## config.mk

```make
export PLATFORM = sky130hd
export DESIGN_NAME = instr_sequencer
export DESIGN_NICKNAME = d
export VERILOG_FILES = /design/src/rtl/instr_sequencer_pkg.sv /design/src/rtl/instr_sequencer_fetch_timer.sv /design/src/rtl/instr_sequencer.sv
export SDC_FILE = /design/constraint.sdc
export NUM_CORES = 1
export LEC_CHECK = 0
export BUFFER_PORTS_ARGS = -buffer_cell sky130_fd_sc_hd__buf_4
export CAP_MARGIN = 5
export CORE_ASPECT_RATIO = 1.1
export CORE_MARGIN = 2
export CORE_UTILIZATION = 25
export DETAILED_ROUTE_END_ITERATION = 12
export SLEW_MARGIN = 15
export SYNTH_ARGS = -nofsm -noshare
export SYNTH_HDL_FRONTEND = slang
export SYNTH_SLANG_ARGS = --single-unit
```

## constraint.sdc

```tcl
create_clock -name clk -period 2.7 [get_ports clk]
set_input_delay 0 -clock clk [delete_from_list [all_inputs] [get_ports clk]]
set_output_delay 0 -clock clk [all_outputs]
set_load 0.01 [all_outputs]
```

## src/rtl/instr_sequencer_pkg.sv

```systemverilog
// Shared types and constants for the instruction sequencer: state encoding and
// instruction-word field positions.
package instr_sequencer_pkg;

   localparam int unsigned InstrW = 9;
   localparam int unsigned CBit   = 8;
   localparam int unsigned LbBit  = 7;
   localparam int unsigned LaBit  = 6;
   localparam int unsigned SMsb   = 5;
   localparam int unsigned SLsb   = 4;
   localparam int unsigned ImmMsb = 3;
   localparam int unsigned ImmLsb = 0;

   typedef enum logic [2:0] {
      StIdle  = 3'd0,
      StFetch = 3'd1,
      StWait  = 3'd2,
      StExec  = 3'd3,
      StPause = 3'd4,
      StHalt  = 3'd5,
      StErr   = 3'd6
   } seq_state_e;

   function automatic logic is_busy(input seq_state_e s);
      return (s == StFetch) || (s == StWait) || (s == StExec) || (s == StPause);
   endfunction

endpackage

```

## src/rtl/instr_sequencer_fetch_timer.sv

```systemverilog
// Fetch watchdog: clearable, saturating down-counter; expired once TIMEOUT-1
// enabled cycles have elapsed since the last clear.
module instr_sequencer_fetch_timer #(
   parameter int unsigned TIMEOUT = 8
) (
   input  logic clk,
   input  logic rst,
   input  logic clear,
   input  logic en,
   output logic expired
);

   localparam int unsigned CntW = $clog2(TIMEOUT);
   localparam logic [CntW-1:0] Load = CntW'(TIMEOUT - 1);

   logic [CntW-1:0] count_q;

   always_ff @(posedge clk) begin
      if (rst || clear) begin
         count_q <= Load;
      end else if (en && (count_q != '0)) begin
         count_q <= count_q - 1'b1;
      end
   end

   assign expired = (count_q == '0);

endmodule

```

## src/rtl/instr_sequencer.sv

```systemverilog
// Multi-cycle instruction sequencer: PC, ROM fetch handshake, execute strobe,
// halt/timeout supervision. Single-step support is built only with SEQ_STEP_EN.
module instr_sequencer
   import instr_sequencer_pkg::*;
#(
   parameter int unsigned PC_W     = 4,
   parameter int unsigned PROG_LEN = 16,
   parameter int unsigned WRAP     = 0,
   parameter int unsigned TIMEOUT  = 8
) (
   input  logic              clk,
   input  logic              rst,
   input  logic              start,
   input  logic              halt_req,
   input  logic              step_mode,
   input  logic              step,
   output logic              mem_req,
   output logic [PC_W-1:0]   mem_addr,
   input  logic [InstrW-1:0] mem_data,
   input  logic              mem_valid,
   output logic [InstrW-1:0] im,
   output logic              exec_en,
   output logic [PC_W-1:0]   pc,
   output logic              busy,
   output logic              halted,
   output logic              err
);

   localparam logic [PC_W-1:0] LastPc = PC_W'(PROG_LEN - 1);

   seq_state_e        state_q, state_d;
   logic [PC_W-1:0]   pc_q, pc_d;
   logic [InstrW-1:0] im_q, im_d;
   logic              halt_pend_q, halt_pend_d;
   logic              timer_clear, timer_en, timer_expired;
   logic              at_last;

`ifndef SEQ_STEP_EN
   logic unused_step;
   assign unused_step = step_mode ^ step;
`endif

   instr_sequencer_fetch_timer #(
      .TIMEOUT(TIMEOUT)
   ) u_fetch_timer (
      .clk    (clk),
      .rst    (rst),
      .clear  (timer_clear),
      .en     (timer_en),
      .expired(timer_expired)
   );

   assign at_last = (pc_q == LastPc);

   always_comb begin
      state_d     = state_q;
      pc_d        = pc_q;
      im_d        = im_q;
      halt_pend_d = halt_pend_q;
      timer_clear = 1'b0;
      timer_en    = 1'b0;

      if (is_busy(state_q) && halt_req) begin
         halt_pend_d = 1'b1;
      end

      unique case (state_q)
         StIdle, StHalt, StErr: begin
            // A halt arriving with the start is kept: stop after the first instruction.
            if (start) begin
               pc_d        = '0;
               halt_pend_d = halt_req;
               state_d     = StFetch;
            end
         end
         StFetch: begin
            timer_clear = 1'b1;
            state_d     = StWait;
         end
         StWait: begin
            if (mem_valid) begin
               im_d    = mem_data;
               state_d = StExec;
            end else if (timer_expired) begin
               state_d = StErr;
            end else begin
               timer_en = 1'b1;
            end
         end
         StExec: begin
            if (halt_pend_q || halt_req) begin
               halt_pend_d = 1'b0;
               state_d     = StHalt;
            end else if (at_last && (WRAP == 0)) begin
               halt_pend_d = 1'b0;
               state_d     = StHalt;
            end else begin
               pc_d = at_last ? '0 : pc_q + 1'b1;
`ifdef SEQ_STEP_EN
               state_d = step_mode ? StPause : StFetch;
`else
               state_d = StFetch;
`endif
            end
         end
`ifdef SEQ_STEP_EN
         StPause: begin
            if (halt_pend_q || halt_req) begin
               halt_pend_d = 1'b0;
               state_d     = StHalt;
            end else if (step) begin
               state_d = StFetch;
            end
         end
`endif
         default: state_d = StIdle;
      endcase
   end

   always_ff @(posedge clk) begin
      if (rst) begin
         state_q     <= StIdle;
         pc_q        <= '0;
         im_q        <= '0;
         halt_pend_q <= 1'b0;
      end else begin
         state_q     <= state_d;
         pc_q        <= pc_d;
         im_q        <= im_d;
         halt_pend_q <= halt_pend_d;
      end
   end

   assign mem_req  = (state_q == StFetch);
   assign mem_addr = pc_q;
   assign im       = im_q;
   assign exec_en  = (state_q == StExec);
   assign pc       = pc_q;
   assign busy     = is_busy(state_q);
   assign halted   = (state_q == StHalt);
   assign err      = (state_q == StErr);

endmodule

```

==> results by group, run 1 <==
Synthesis
  • Synth Area in XOR/XNOR: under 10%
  • Synth Area in Compound Gates: between 10% and 20%
  • Mapped Area: roughly 0.0011 mm^2
  • Yosys cell types: 38
  • Largest family of logic cells by synthesized area: simple AND/OR/NAND/NOR gates
  • Leading area contributor after synthesis: dfxtp_1
  • Cells after Synth: between 100 and 150
  • Synth top area share: a little under two fifths
  • Most frequent cell after synthesis: nand2_1
  • Synth top cells by count: 25 x nand2_1, 20 x dfxtp_1, 14 x a21oi_1
  • Asr flop ratio synth: 0%
  • Mean Syn Cell Area: about 8.3 um^2
  • Mux share of post-synthesis cell area: less than 1%
  • Sequential element share of the synthesized area: 37.8%
  • Simple-Gate Fraction of Synth Area: around a quarter
  • Main flop type after synthesis: dfxtp_1
  • EDFF count, synth: 0
  • Yosys Warn Count: 0
  • FF+latch count, synth: 20
  • Main area contributors after synthesis: dfxtp_1 38%, nand2_1 8.9%, a21oi_1 6.6%, buf_4 5.0%, ha_1 3.5%
  • Syn_nets: roughly 150
  • Synth Area in Adders: 3.54%

Placed design
  • Port Buffers: 35
  • Post-DP Area: roughly 0.0013 mm^2
  • Post-Place Cells: just over 200
  • Pre-CTS setup slack: roughly 1.1 ns
  • Final GP Congestion: ~0.75
  • Post-DP HPWL: approximately 1.6 mm

Global route
  • GRT overflow: 0
  • First-pass GRT wire length: about 4.1 mm
  • Number of global-route vias before repair: ~940
  • Initial antenna violation count: 0
  • Met3 Use GR: roughly 1.4%
  • Met1 usage: 14.3%
  • Largest net degree at the start of global routing: 19
  • Overall Global Routing Usage: between 10% and 20%
  • GRT Max-Usage Layer: met2
  • Met2 Usage GRT: 17.0%

STA
  • Relative slew slack: 66.9%
  • Setup violations, final: 0
  • Final Max Slew Viols: 0
  • Worst Slack Setup Final: approximately 1.1 ns
  • Hold slack: 0.0505 ns
  • Slew @ Worst Pin: 0.496 ns
  • Crit share post-route: 58.8%
  • Clock Skew: slightly below 0.005 ns
  • Setup TNS: 0 ns
  • RSZ-0062 raised after global routing: no
  • Final min period: around 1.6 ns
  • Max Fclk: approximately 0.63 GHz
  • Final hold vios: 0

Cells and area
  • Antenna diodes: 0
  • Fillers: around 440
  • Share of cells above drive strength 1: 29.9%
  • Multi-input logic area: around 560 um^2
  • Layout Cells excl Fill: approximately 220
  • FF+latch area: 400 um^2
  • Final Net Count: between 150 and 200
  • Layout area overhead: 39.0%
  • Design area: around 0.0015 mm^2

Setup path
  • Reg-to-reg startpoint: mem_addr[0]
  • CP max stage delay: 0.41 ns
  • CP Cell Sequence: ha_1, a311oi_4, nand2_2, or3_1, o21ai_2
  • Arr. time, crit path: around 1.8 ns
  • Slowest-stage cell, CP: a311oi_4
  • Critical-path maximum fanout: 6
  • Critical path data required time: 2.89 ns
  • Critical path class: reg -> reg
  • RR Endpoint: mem_addr[0]
  • Critical Path End Type: flop
  • Flop-to-flop setup slack: around 1.1 ns
  • Worst setup SP type: flop
  • Worst r2r path cells: 5

CTS
  • Root Driver: clkbuf_8
  • CTS Buf Count: 3
  • CTS Buffer Depth: 2
  • Setup Fix Bufs, Post-CTS: 0
  • Hold buffers post-CTS: 9
  • Post-CTS sizing: 0
  • H-tree levels: 1
  • Clock latency on the worst-skew pair: roughly 0.26 ns
  • Clock sinks: 20
  • Clock-pin slew on the worst setup and hold paths: ~0.080 ns
  • CTS tree: done

Detailed routing
  • Routed wire length: 2.26 mm
  • Post-DRT Antenna Nets: 0
  • Wirelength per Cell: approximately 10 um
  • Initial DRC count: 17
  • DR pass1 iterations: 4
  • Vias/cell: 4.39
  • DRC: 0
  • Via count: around 950

Power
  • Internal power: 732 uW
  • Seq pwr share: a little over a third
  • Switching Power: a little under 400 uW
  • Worst vdd ir: ~0.00040 V
  • Pwr Density: about 760 mW/mm^2
  • Clock power share: between 20% and 30%
  • Sw frac: between 30% and 40%
  • Leak pwr: between 0.6 and 0.7 nW
  • Logic pwr share: 37.2%

Floorplan
  • Full die area: roughly 0.0048 mm^2
  • Ports: 38
  • Core area: roughly 0.0040 mm^2
  • Die H: ~72 um
  • Die Wd: about 66 um
  • Initial core utilization: 26.3%
  • Row cnt: 24

Min path
  • Worst Hold Path Cells: 2
  • Hold Path Origin: rst
  • Min-Delay Path Class: in -> reg
  • WHS Endpoint: im[0]

Status
  • Status: finished clean

Run
  • Max Cap Viol: 0
state kept, by name (all words and copies together) (netlist names):
signal	cells
im	9
halt_pend_q	1
u_fetch_timer.count_q	3
state_q	3
mem_addr	4
stage by stage:
step	util [%]	total power, mW
floorplan	-	0.732
global placement	32.6	0.830
detailed placement	32.6	0.835
CTS	36.6	1.14
global route	36.6	1.22
finish	36.6	1.13
worst max path at each step:
stage / start / end
2_1_floorplan: mem_addr[0] / mem_addr[0]
3_3_place_gp: mem_addr[0] / mem_addr[0]
3_5_place_dp: mem_addr[0] / mem_addr[0]
4_1_cts: mem_addr[0] / mem_addr[0]
5_1_grt: state_q[1] / im[7]
6_report: mem_addr[0] / mem_addr[0]
cell type report:
cell class,count,area share [%]
tap,52,4.42
timing repair buffer,44,24.0
clock buffer,3,2.80
sequential,20,27.2
inverter,5,1.27
clock inverter,1,2.04
multi-input combinational,91,38.3
metal layers:
| layer | vias up | wire (um) |
|---|---|---|
| met5 | - | 0 |
| met4 | 0 | 14 |
| met3 | 2 | 54 |
| met2 | 19 | 1090 |
| met1 | 429 | 1100 |
| li1 | 498 | - |
layout by cell type, fill, tap and decap left out, types with 2 or more instances in the layout:
cell type      Yosys  layout
buf_4              7      35
nand2_1           25      25
dfxtp_1           20      20
a21oi_1           14      14
dlygate4sd3_1      0       9
nor2_1             7       7
inv_1              4       4
nand3_1            4       4
and3_1             3       3
nor3_1             3       3
nand2b_1           3       3
xor2_1             3       3
ha_1               3       3
clkbuf_8           0       3
xnor2_1            2       2
o21ai_0            2       2
nand3b_1           2       2
o21ai_2            2       2
o211ai_1           2       2
worst max-delay path, delay by kind of cell (launching register included):
family                     cells  cell delay [ns]
AOI/OAI and AO/OA              2             0.47
and+or+nand+nor                2             0.44
DFF                            1             0.36
adders and majority gates      1             0.26
power groups by stage:
stage | combinational (mW) | clock, mW | sequential, mW
6_report | 0.419 | 0.295 | 0.412
5_1_grt | 0.474 | 0.318 | 0.426
2_1_floorplan | 0.356 | 0 | 0.376
3_3_place_gp | 0.411 | 0 | 0.418
4_1_cts | 0.426 | 0.305 | 0.412
3_5_place_dp | 0.415 | 0 | 0.420
cells by family (layout without fill, tap and decap cells):
logic type | count (synthesis) | count (layout)
AND/OR/NAND/NOR | 54 | 54
AO/OA/AOI/OAI | 27 | 27
XOR/XNOR | 6 | 6
flip-flops | 20 | 20
buffers and inverters | 16 | 53
adder cells (fa/ha/maj) | 3 | 3
multiplexers | 1 | 1
No activity file was read; power rests on OpenSTA's default activity.
==> inputs of run 2 (changes only) <==
clock period = 1.65 ns   (was 2.7 ns; I/O delays follow)
==> run 2 against run 1 <==
  * Fmax up 4.0%
  * Sequential power up 54%
  * Power up 68%
  * Worst hold slack worse by 0.011 ns
  * Critical path type unchanged
  * Routed wire length up 3.2%
  * Final cell count up 1.9%
  * Sequential share of layout area down 0.57 points
  * Design area up 2.1%
  * Register-to-register slack worse by 0.99 ns
  * Via count up 0.63%
  * Flip-flop and latch count unchanged
==> results by group, run 2 (synthesized netlist as in run 1, its figures left out) <==
Status
  • Status: finished clean (unchanged)

CTS
  • Clock-pin slew on the worst setup and hold paths: 0.08 ns (about the same)
  • Clock sinks: 20 (unchanged)
  • CTS Buf Count: 3 (unchanged)
  • Setup Fix Bufs, Post-CTS: 0 (unchanged)
  • CTS tree: done (unchanged)
  • Clock latency on the worst-skew pair: 0.26 ns (about the same)
  • H-tree levels: 1 (unchanged)
  • CTS Buffer Depth: 2 (unchanged)
  • Root Driver: clkbuf_8 (unchanged)

Setup path
  • Worst setup SP type: flop (unchanged)
  • Critical path data required time: 1.85 ns (was 2.89 ns)
  • Worst r2r path cells: 5 (unchanged)
  • Slowest-stage cell, CP: a311oi_4 (unchanged)
  • Critical Path End Type: flop (unchanged)
  • Critical path class: reg -> reg (unchanged)
  • RR Endpoint: mem_addr[0] (unchanged)
  • Arr. time, crit path: 1.72 ns (was 1.78 ns)
  • Reg-to-reg startpoint: mem_addr[0] (unchanged)
  • Flop-to-flop setup slack: 0.13 ns (was 1.11 ns)
  • CP max stage delay: 0.41 ns (about the same)
  • CP Cell Sequence: ha_1, a311oi_4, nand2_2, or3_1, o21ai_2 (unchanged)
  • Critical-path maximum fanout: 5 (was 6)

Cells and area
  • Design area: 0.00150 mm^2 (was 0.00147 mm^2)
  • Commonest non-fill, non-tap cell in the layout: buf_4 (unchanged)
  • Share of cells above drive strength 1: 32.1% (was 29.9%)
  • Largest register FFs: 9 (unchanged)
  • Fillers: 447 (was 443)
  • Layout Cells excl Fill: 220 (was 216)
  • Most frequent cells in the layout: 39 x buf_4, 25 x nand2_1, 20 x dfxtp_1 (was 35 x buf_4, 25 x nand2_1, 20 x dfxtp_1)
  • Antenna diodes: 0 (unchanged)
  • Final Net Count: 188 (was 184)
  • Layout area overhead: 41.9% (was 39.0%)

STA
  • Setup TNS: 0 ns (unchanged)
  • Crit share post-route: 92.4% (was 58.8%)
  • Relative slew slack: 68.3% (was 66.9%)
  • Final min period: 1.52 ns (was 1.59 ns)
  • RSZ-0062 raised after global routing: no (unchanged)
  • Final hold vios: 0 (unchanged)
  • Clock Skew: 0.00168 ns (was 0.00496 ns)
  • Final Max Slew Viols: 0 (unchanged)
  • Setup violations, final: 0 (unchanged)
  • Max Fclk: 0.656 GHz (was 0.630 GHz)
  • Slew @ Worst Pin: 0.475 ns (was 0.496 ns)

Min path
  • WHS Endpoint: state_q[0] (was im[0])
  • Min-Delay Path Class: in -> reg (unchanged)
  • Worst Hold Path Cells: 2 (unchanged)
  • Hold Path Origin: rst (unchanged)

Power
  • Leak pwr: 0.656 nW (was 0.634 nW)
  • Seq pwr share: 33.5% (was 36.6%)
  • Switching Power: 664 uW (was 394 uW)
  • Internal power: 1.23 mW (was 732 uW)
  • Worst vdd ir: 0.000508 V (was 0.000401 V)
  • Pwr Density: 1260 mW/mm^2 (was 765 mW/mm^2)
  • Logic pwr share: 40.7% (was 37.2%)
  • Clock power share: 25.9% (was 26.2%)
  • Overall power: 1.90 mW (was 1.13 mW)
  • Sw frac: 35.0% (about the same)

Run
  • Max Cap Viol: 0 (unchanged)

Global route
  • First-pass GRT wire length: 4.11 mm (was 4.07 mm)
  • Overall Global Routing Usage: 10.7% (about the same)
  • Initial antenna violation count: 0 (unchanged)
  • GRT overflow: 0 (unchanged)
  • Number of global-route vias before repair: 919 (was 938)
  • Largest net degree at the start of global routing: 19 (unchanged)

Floorplan
  • Initial core utilization: 26.3% (unchanged)
  • Ports: 38 (unchanged)
  • Core area: 0.00402 mm^2 (unchanged)
  • Die H: 72.3 um (unchanged)
  • Row cnt: 24 (unchanged)
  • Die Wd: 66.1 um (unchanged)
  • Full die area: 0.00478 mm^2 (unchanged)

Placed design
  • Post-DP Area: 0.00134 mm^2 (was 0.00131 mm^2)
  • Port Buffers: 35 (unchanged)
  • Post-Place Cells: 207 (was 203)
  • Post-DP HPWL: 1.67 mm (was 1.63 mm)
  • Final GP Congestion: 0.764 (was 0.749)

Detailed routing
  • Post-DRT Antenna Nets: 0 (unchanged)
  • Initial DRC count: 21 (was 17)
  • DR pass1 iterations: 4 (unchanged)
  • Via count: 954 (was 948)
  • DRC: 0 (unchanged)
  • Routed wire length: 2.34 mm (was 2.26 mm)
  • Vias/cell: 4.34 (was 4.39)
  • Wirelength per Cell: 10.6 um (was 10.5 um)
## run 2: cell types whose count changed in the layout (fill, tap and decap cells not counted), sizes merged
cell and change:
buf +4
## run 2: power groups by stage
stage	registers (mW)	logic, mW	clock network, mW
2_1_floorplan	0.615	0.583	0
3_3_place_gp	0.648	0.753	0
3_5_place_dp	0.646	0.759	0
4_1_cts	0.635	0.777	0.506
5_1_grt	0.654	0.865	0.522
6_report	0.635	0.771	0.490
## run 2: critical path: cells and delay by family (launching register included)
family	cells	cell delay, ns
adder cells (fa/ha/maj)	1	0.24
AND/OR/NAND/NOR	2	0.45
flip-flops	1	0.32
AO/OA/AOI/OAI	2	0.47
## run 2: layout make-up
cell class,count,area (um^2),share of cell area [%]
Clock inverter,1,30.0,2.00
Multi-Input combinational cell,91,566,37.6
Timing Repair Buffer,48,383,25.5
Tap cell,52,65.1,4.33
Sequential cell,20,400,26.6
Clock buffer,3,41.3,2.75
Inverter,5,18.8,1.25
## run 2: per-layer routing
layer / global-route usage (%) / part of all wire (%) / vias to the layer above
met5: 0 / 0 / -
met3: 1.55 / 3.4 / 2
met4: 4.76 / 0.73 / 0
met2: 16.3 / 48 / 19
li1: - / - / 507
met1: 15.0 / 48 / 426
## run 2: stage by stage
step	setup slack [ns]	hold slack (ns)	utilization, %
global route	0.0292	0.0462	37.4
detailed placement	0.146	0.255	33.3
global placement	0.169	0.249	33.3
floorplan	0.151	0.136	-
finish	0.125	0.0391	37.4
CTS	0.125	0.0317	37.3
## run 2: worst max-delay path by stage
stage	from	to	slack (ns)	cells past startpoint
6_report	mem_addr[0]	mem_addr[0]	0.13	5
5_1_grt	state_q[2]	state_q[2]	0.03	4
4_1_cts	mem_addr[0]	mem_addr[0]	0.12	5
3_5_place_dp	mem_addr[0]	mem_addr[0]	0.15	5
3_3_place_gp	mem_addr[0]	mem_addr[0]	0.17	5
2_1_floorplan	mem_addr[0]	mem_addr[0]	0.15	5
## run 2: timing repair
action,in CTS,in global routing
endpoints found under the hold margin,9,0
gates resized for setup,0,1
endpoints found under the setup margin,0,4
hold buffers,9,0
==> inputs of run 3 (changes only) <==
clock period = 1.6 ns   (was 1.65 ns; I/O delays follow)
==> run 3 against run 2 <==
  * Clock skew increased by 0.0011 ns
  * Highest routed layer unchanged
  * Power increased by 3.1%
  * Die area unchanged
  * Sequential share of layout area decreased by 0.11 points
==> results by group, run 3 (synthesized netlist as in run 1, its figures left out) <==
CTS
  • Post-CTS sizing: 0 (unchanged)
  • Clock latency on the worst-skew pair: 0.26 ns (about the same)
  • H-tree levels: 1 (unchanged)
  • Clock-pin slew on the worst setup and hold paths: 0.08 ns (about the same)
  • CTS Buf Count: 3 (unchanged)
  • Hold buffers post-CTS: 9 (unchanged)
  • CTS Buffer Depth: 2 (unchanged)
  • CTS tree: done (unchanged)
  • Setup Fix Bufs, Post-CTS: 0 (unchanged)
  • Root Driver: clkbuf_8 (unchanged)
  • Clock sinks: 20 (unchanged)

Min path
  • WHS Endpoint: im[1] (was state_q[0])
  • Hold Path Origin: rst (unchanged)
  • Worst Hold Path Cells: 2 (unchanged)
  • Min-Delay Path Class: in -> reg (unchanged)

Setup path
  • Worst r2r path cells: 5 (unchanged)
  • Arr. time, crit path: 1.70 ns (was 1.72 ns)
  • CP delay by family, top: compound AO/OA/AOI/OAI gates (unchanged)
  • CP max stage delay: 0.40 ns (was 0.41 ns)
  • Flop-to-flop setup slack: 0.1 ns (was 0.13 ns)
  • Critical Path End Type: flop (unchanged)
  • RR Endpoint: mem_addr[0] (unchanged)
  • Worst setup SP type: flop (unchanged)
  • Critical path data required time: 1.80 ns (was 1.85 ns)
  • Crit path buf inv count: 0 (unchanged)
  • Critical-path maximum fanout: 5 (unchanged)
  • Reg-to-reg startpoint: mem_addr[0] (unchanged)
  • Critical path class: reg -> reg (unchanged)
  • CP Cell Sequence: ha_1, a311oi_4, nand2_2, or3_1, o21ai_2 (unchanged)
  • Slowest-stage cell, CP: a311oi_4 (unchanged)

STA
  • Final Max Slew Viols: 0 (unchanged)
  • RSZ-0062 raised after global routing: no (unchanged)
  • Clock Skew: 0.00282 ns (was 0.00168 ns)
  • Final hold vios: 0 (unchanged)
  • Crit share post-route: 93.9% (was 92.4%)
  • Relative slew slack: 74.3% (was 68.3%)
  • Setup TNS: 0 ns (unchanged)
  • Setup violations, final: 0 (unchanged)
  • Hold slack: 0.0497 ns (was 0.0391 ns)
  • Max Fclk: 0.665 GHz (was 0.656 GHz)
  • Final min period: 1.50 ns (was 1.52 ns)
  • Slew @ Worst Pin: 0.384 ns (was 0.475 ns)

Global route
  • GRT overflow: 0 (unchanged)
  • Initial antenna violation count: 0 (unchanged)
  • Largest net degree at the start of global routing: 19 (unchanged)
  • Overall Global Routing Usage: 10.7% (about the same)
  • Number of global-route vias before repair: 912 (was 919)
  • First-pass GRT wire length: 3.99 mm (was 4.11 mm)

Cells and area
  • Layout Cells excl Fill: 221 (was 220)
  • Largest register FFs: 9 (unchanged)
  • Share of cells above drive strength 1: 32.0% (was 32.1%)
  • Commonest non-fill, non-tap cell in the layout: buf_4 (unchanged)
  • Antenna diodes: 0 (unchanged)
  • Layout area overhead: 42.5% (was 41.9%)
  • Most frequent cells in the layout: 40 x buf_4, 25 x nand2_1, 20 x dfxtp_1 (was 39 x buf_4, 25 x nand2_1, 20 x dfxtp_1)
  • Final Net Count: 189 (was 188)

Power
  • Leak pwr: 0.660 nW (was 0.656 nW)
  • Clock power share: 25.9% (about the same)
  • Worst vdd ir: 0.000525 V (was 0.000508 V)
  • Logic pwr share: 40.7% (about the same)
  • Sw frac: 34.9% (was 35.0%)
  • Internal power: 1.27 mW (was 1.23 mW)
  • Overall power: 1.95 mW (was 1.90 mW)
  • Seq pwr share: 33.4% (was 33.5%)
  • Pwr Density: 1290 mW/mm^2 (was 1260 mW/mm^2)
  • Switching Power: 681 uW (was 664 uW)

Run
  • Max Cap Viol: 0 (unchanged)

Floorplan
  • Initial core utilization: 26.3% (unchanged)
  • Row cnt: 24 (unchanged)
  • Ports: 38 (unchanged)
  • Die H: 72.3 um (unchanged)
  • Die Wd: 66.1 um (unchanged)
  • Full die area: 0.00478 mm^2 (unchanged)
  • Core area: 0.00402 mm^2 (unchanged)

Detailed routing
  • DRC: 0 (unchanged)
  • Wirelength per Cell: 10.6 um (about the same)
  • Post-DRT Antenna Nets: 0 (unchanged)
  • Initial DRC count: 23 (was 21)
  • Routed wire length: 2.34 mm (about the same)
  • DR pass1 iterations: 4 (unchanged)
  • Vias/cell: 4.29 (was 4.34)
  • Via count: 949 (was 954)

Placed design
  • Final GP Congestion: 0.751 (was 0.764)
  • Post-Place Cells: 208 (was 207)
  • Port Buffers: 35 (unchanged)
  • Post-DP HPWL: 1.67 mm (about the same)

Status
  • Status: finished clean (unchanged)
## run 3: cell types whose count changed in the layout (fill, tap and decap cells not counted)
cell	change
and2_2	-1
and2_1	+1
buf_4	+1
## run 3: worst max path at each step
stage / from / to / depth (start not counted)
6_report: mem_addr[0] / mem_addr[0] / 5
5_1_grt: mem_addr[0] / mem_addr[0] / 5
4_1_cts: mem_addr[0] / mem_addr[0] / 5
3_5_place_dp: mem_addr[0] / mem_addr[0] / 5
3_3_place_gp: mem_addr[0] / mem_addr[0] / 5
2_1_floorplan: mem_addr[0] / mem_addr[0] / 5
## run 3: layer usage
| layer | vias to the layer above | wire, um | GRT usage (%) |
|---|---|---|---|
| li1 | 509 | - | - |
| met1 | 417 | 1100 | 14.1 |
| met2 | 21 | 1110 | 16.8 |
| met3 | 2 | 97 | 2.02 |
| met4 | 0 | 21 | 4.76 |
| met5 | - | 0 | 0 |
## run 3: cell type report
type	instances	area, um^2
inverter	5	18.8
multi-input combinational	91	564
clock inverter	1	30.0
tap	52	65.1
timing repair buffer	49	390
clock buffer	3	41.3
fill	435	2510
sequential	20	400
## run 3: power by group through the flow
stage | clock network, mW | logic [mW] | registers (mW)
global placement | 0 | 0.786 | 0.666
finish | 0.506 | 0.795 | 0.654
global route | 0.543 | 0.897 | 0.668
CTS | 0.519 | 0.808 | 0.654
detailed placement | 0 | 0.789 | 0.664
floorplan | 0 | 0.601 | 0.634
## run 3: per-stage QoR
stage | cell area (um^2) | setup slack (ns) | util, %
after floorplan | 1060 | 0.101 | -
after global placement | 1350 | 0.124 | 33.5
after detailed placement | 1350 | 0.102 | 33.5
after CTS | 1510 | 0.0839 | 37.5
after global routing | 1510 | 0.00630 | 37.5
final | 1510 | 0.0971 | 37.5
